==> config.mk <==
export PLATFORM = sky130hd
export DESIGN_NAME = conv_out_sequencer
export DESIGN_NICKNAME = d
export VERILOG_FILES = /design/src/rtl/conv_out_sequencer.sv
export SDC_FILE = /design/constraint.sdc
export NUM_CORES = 1
export LEC_CHECK = 0
export BUFFER_PORTS_ARGS = -buffer_cell sky130_fd_sc_hd__buf_2
export CAP_MARGIN = 25
export CORE_MARGIN = 2
export CORE_UTILIZATION = 50
export CTS_BUF_LIST = sky130_fd_sc_hd__clkbuf_8
export CTS_CLUSTER_SIZE = 8
export DETAILED_ROUTE_END_ITERATION = 8
export PLACE_DENSITY = 0.76
export SETUP_SLACK_MARGIN = 0.15
export SLEW_MARGIN = 20
export SYNTH_ARGS = -nofsm -noshare
export SYNTH_HDL_FRONTEND = slang
export SYNTH_SLANG_ARGS = --single-unit
==> constraint.sdc <==
create_clock -name clk -period 4.7 [get_ports clk]
set_input_delay 0 -clock clk [delete_from_list [all_inputs] [get_ports clk]]
set_output_delay 0 -clock clk [all_outputs]
set_load 0.01 [all_outputs]
==> src/rtl/conv_out_sequencer.sv <==
`default_nettype none
// ============================================================================
// Module   : conv_out_sequencer
// Purpose  : Sequencer for the X/F convolution datapath. It walks the X window
//            offset, drives the shared pipeline enable, tracks which pipeline
//            slots hold real data, handshakes results out over AXI-stream and
//            pulses conv_done after the final result is accepted.
// Revision : 1.0 - initial release
// ============================================================================
module conv_out_sequencer #(
    parameter int X_SIZE           = 128,
    parameter int F_SIZE           = 32,
    parameter int PLINE_STAGES     = 5,
    parameter int X_MEM_ADDR_WIDTH = $clog2(X_SIZE),
    parameter int OUT_CNT_WIDTH    = $clog2(X_SIZE - F_SIZE + 2)
) (
    input  logic                        clk,
    input  logic                        reset,
    input  logic                        conv_start,
    input  logic                        m_ready_y,
    output logic [X_MEM_ADDR_WIDTH-1:0] load_xaddr_val,
    output logic                        en_pline_stages,
    output logic                        m_valid_y,
    output logic                        conv_done,
    output logic                        busy
);

    // Outputs per convolution and derived compare values
    localparam int N = X_SIZE - F_SIZE + 1;
    localparam logic [OUT_CNT_WIDTH-1:0]    C_N        = OUT_CNT_WIDTH'(N);
    localparam logic [OUT_CNT_WIDTH-1:0]    C_N_M1     = OUT_CNT_WIDTH'(N - 1);
    localparam logic [X_MEM_ADDR_WIDTH-1:0] C_XADDR_MAX = X_MEM_ADDR_WIDTH'(X_SIZE - F_SIZE);

    typedef enum logic [1:0] {
        S_IDLE     = 2'd0,
        S_RUN      = 2'd1,
        S_DONE     = 2'd2,
        S_WAIT_CLR = 2'd3
    } state_t;

    state_t                      state_q;
    logic [PLINE_STAGES-1:0]     vs_q;
    logic [PLINE_STAGES-1:0]     vs_d;
    logic [OUT_CNT_WIDTH-1:0]    issued_cnt_q;
    logic [OUT_CNT_WIDTH-1:0]    out_cnt_q;
    logic [X_MEM_ADDR_WIDTH-1:0] xaddr_q;

    logic in_run;
    logic stall;
    logic issue;
    logic accept;

    // Handshake and enable decode; valid comes only from registered state so
    // it never depends combinationally on m_ready_y.
    assign in_run = (state_q == S_RUN);
    assign stall  = vs_q[PLINE_STAGES-1] & ~m_ready_y;
    assign issue  = en_pline_stages & (issued_cnt_q < C_N);
    assign accept = m_valid_y & m_ready_y;
    assign vs_d   = {vs_q[PLINE_STAGES-2:0], issue};

    assign en_pline_stages = in_run & ~stall;
    assign m_valid_y       = in_run & vs_q[PLINE_STAGES-1];
    assign conv_done       = (state_q == S_DONE);
    assign busy            = in_run | (state_q == S_DONE);
    assign load_xaddr_val  = xaddr_q;

    // Control FSM with issue/output counters and slot-valid shift register
    always_ff @(posedge clk) begin
        if (reset) begin
            state_q      <= S_IDLE;
            vs_q         <= '0;
            issued_cnt_q <= '0;
            out_cnt_q    <= '0;
            xaddr_q      <= '0;
        end else begin
            case (state_q)
                S_IDLE: begin
                    if (conv_start) begin
                        state_q <= S_RUN;
                    end
                end

                S_RUN: begin
                    if (!conv_start) begin
                        // Abort: memories no longer full, drop everything quietly
                        state_q      <= S_IDLE;
                        vs_q         <= '0;
                        issued_cnt_q <= '0;
                        out_cnt_q    <= '0;
                        xaddr_q      <= '0;
                    end else begin
                        if (en_pline_stages) begin
                            vs_q <= vs_d;
                        end
                        if (issue) begin
                            issued_cnt_q <= issued_cnt_q + 1'b1;
                            // Offset stops at the last valid window position
                            if ((issued_cnt_q < C_N_M1) && (xaddr_q < C_XADDR_MAX)) begin
                                xaddr_q <= xaddr_q + 1'b1;
                            end
                        end
                        if (accept) begin
                            out_cnt_q <= out_cnt_q + 1'b1;
                            if (out_cnt_q == C_N_M1) begin
                                state_q <= S_DONE;
                            end
                        end
                    end
                end

                S_DONE: begin
                    state_q      <= S_WAIT_CLR;
                    vs_q         <= '0;
                    issued_cnt_q <= '0;
                    out_cnt_q    <= '0;
                    xaddr_q      <= '0;
                end

                S_WAIT_CLR: begin
                    // Hold off until the stale "memories full" level is gone
                    if (!conv_start) begin
                        state_q <= S_IDLE;
                    end
                end

                default: begin
                    state_q <= S_IDLE;
                end
            endcase
        end
    end

endmodule
`default_nettype wire

==> metrics <==
Antenna Cells 0; post-DP HPWL ~2500 um; Switching Share around a third; Core Util, Final 57.1%; clock network power share a little over a quarter; first-pass detailed-route iteration total 4; combinational fraction of design power a little over a quarter; wire per inst 14.5 um; Root Driver clkbuf_8; final count of negative-setup-slack endpoints 0; cts bufs inserted 3; ys async rst share 0%; status complete, no violations; ys flop type dfxtp_1; Crit path largest cell delay about 0.6 ns; Hold-fix buffers, CTS 0; WP data required roughly 5 ns; remaining global-route overflow 0; largest net degree at the start of global routing 21; Via density slightly above 6; Cell Rows 20; Syn Std Cell Area between 1500 and 2000 um2; min-delay worst type input pin to flip-flop; switching power approximately 0.19 mW; Die W between 60 and 70 um; worst path bufs/invs 1; Top-Level Pins 15; Worst Tran Pin Value 0.741 ns; H-tree Lvls 1; Die ar. roughly 3600 um2; Seq/Total Area, Yosys about a third; worst setup path class flip-flop to flip-flop; share of cells above drive strength 1 between 10% and 20%; Post-Syn Area per Cell 8.62 um2; Cells after Synth 184; Startpoint Class flip-flop; Critical Path AT 2.50 ns; number of max-cap violations 0; Gates resized, CTS repair 0; minimum clock period approximately 2.3 ns; Power Density 325 nW/um2; number of synthesized register bits 28; most frequent cells in the layout dfxtp_1, nand2_1, buf_2; Via Count approximately 1500; Syn Nets around 200; Crit Path Max Fanout 11; crit end category flip-flop; final WL approximately 3400 um; clock latency on the worst-skew pair between 0.2 and 0.3 ns; Fmax achieved around 440 MHz; RSZ-0062 raised after global routing false; commonest non-fill, non-tap cell in the layout dfxtp_1; drt initial violations 113; final period utilization approximately 50%; area leader, netlist dfxtp_1; Hold Slack around 0.052 ns; relative slew slack roughly 50%; Core Region roughly 3000 um2; Initial Util around 52%; Top Family by Delay on Critical Path simple AND/OR/NAND/NOR gates; Post-synth EDFFs 0; Post CTS Setup Buffer Count 0; top cell type's share of synthesized area 35.3%; max-slew violations 0; clock transition at the registers of the reported paths roughly 0.090 ns; Hold Vio Cnt, Final 0; Setup Skew 0.00437 ns; antenna-violating nets left 0; Die H 60.3 um; total global-route track usage between 20% and 30%; Residual DRC 0; CTS tree yes; Reg power frac a little under half; first-pass GRT wire length between 5000 and 6000 um; synth warn 0; clk sinks 28; Slowest cell on crit path nor2b_1; initial antenna violation count 0; PortBufs 14; LEAKAGE 0.639 nW; vias in the first global route approximately 1400; Layout area overhead 9.07%; setup_tns 0 ns; final net count between 200 and 250; largest cells by area after synthesis dfxtp_1, ha_1, nand2_1, a32o_1, a21oi_1; Power Internal between 0.3 and 0.4 mW; VDD IR max between 0.15 and 0.2 mV; Unique masters post-synth between 40 and 50; crit-path cells inv_1, ha_1, nor2b_1, nand2_1, or4b_1, a21oi_1; Placer Congestion around 0.85; CTS max path bufs 2
-- path summary, 6_finish.rpt --
| kind | from | to | cells after the start | slack (ns) |
|---|---|---|---|---|
| worst max register to register | state_q[0] | out_cnt_q[5] | 6 | 2.41 |
| worst min register to register | vs_q[3] | vs_q[3] | 2 | 0.46 |
| worst min-delay path | conv_start | flip-flop | 3 | 0.05 |
| worst max-delay path | state_q[0] | out_cnt_q[5] | 6 | 2.41 |
-- cells in the mapped netlist, types with 2 or more instances --
master     count
a21oi_1        9
a31oi_1        3
a32o_1         5
and2_1         5
and3_1         4
buf_2          2
clkbuf_1       6
dfxtp_1       28
ha_1           9
inv_1          6
inv_2          2
mux2i_1        3
nand2_1       14
nand2b_1       3
nand3_1        9
nand4b_1       2
nor2_1        12
nor2b_1        2
nor3_1         5
nor3b_1        3
o2111ai_1      2
o211ai_1       5
o21ai_0        7
o21ai_1        7
o311ai_0       2
o311ai_1       3
o41ai_2        2
or3_1          2
or4b_1         2
xor2_1         3
-- stage by stage --
stage                     setup slack (ns)  instance area, um2  instances  power [mW]
after floorplan                       2.68                1590        184       0.382
after global placement                2.57                1680        233       0.409
after detailed placement              2.46                1680        233       0.417
after CTS                             2.42                1730        237       0.566
after global routing                  2.13                1730        237       0.596
final                                 2.41                1730        237       0.563
-- power groups by stage --
stage / Sequential [mW] / Clock (mW) / Combinational, mW
6_report: 0.265 / 0.150 / 0.148
5_1_grt: 0.268 / 0.162 / 0.166
4_1_cts: 0.265 / 0.153 / 0.148
3_5_place_dp: 0.270 / 0 / 0.147
3_3_place_gp: 0.269 / 0 / 0.140
2_1_floorplan: 0.267 / 0 / 0.114
-- cells by family (layout without fill, tap and decap cells) --
| logic type | after synthesis | count (layout) | share of synthesized area, % |
|---|---|---|---|
| buffers and inverters | 17 | 26 | 4.18 |
| AND/OR/NAND/NOR | 67 | 67 | 23.3 |
| flip-flops | 28 | 28 | 35.3 |
| XOR/XNOR | 4 | 4 | 2.21 |
| adder cells (fa/ha/maj) | 9 | 9 | 7.10 |
| multiplexers | 3 | 3 | 1.89 |
| AO/OA/AOI/OAI | 56 | 56 | 25.9 |
-- state kept, by name, summed over array words and instances, names as in the netlist, named ones only --
name            count
load_xaddr_val      7
out_cnt_q           7
vs_q                5
state_q             1
issued_cnt_q        7
-- per-layer routing --
| layer | wire [um] | track usage, % | vias to the layer above |
|---|---|---|---|
| met2 | 1720 | 37.9 | 37 |
| met4 | 36 | 9.21 | 0 |
| met3 | 134 | 4.90 | 6 |
| met5 | 0 | 0 | - |
| met1 | 1550 | 24.4 | 701 |
| li1 | - | - | 710 |
-- worst reg2reg max path: cells and delay by family, from the launching register on --
| kind | cells | cell delay [ns] |
|---|---|---|
| simple gates | 3 | 1.26 |
| compound gates | 1 | 0.14 |
| flops | 1 | 0.41 |
| fa+ha+maj | 1 | 0.29 |
| buf+inv | 1 | 0.12 |
-- cell type report --
class                      count  area, um2
inverter                       8       30.0
tap                           44       55.1
multi-input combinational    139        960
timing repair buffer          14       70.1
fill                         280       1300
sequential                    28        561
clock buffer                   4       55.1
(Power assumes the default switching activity.)
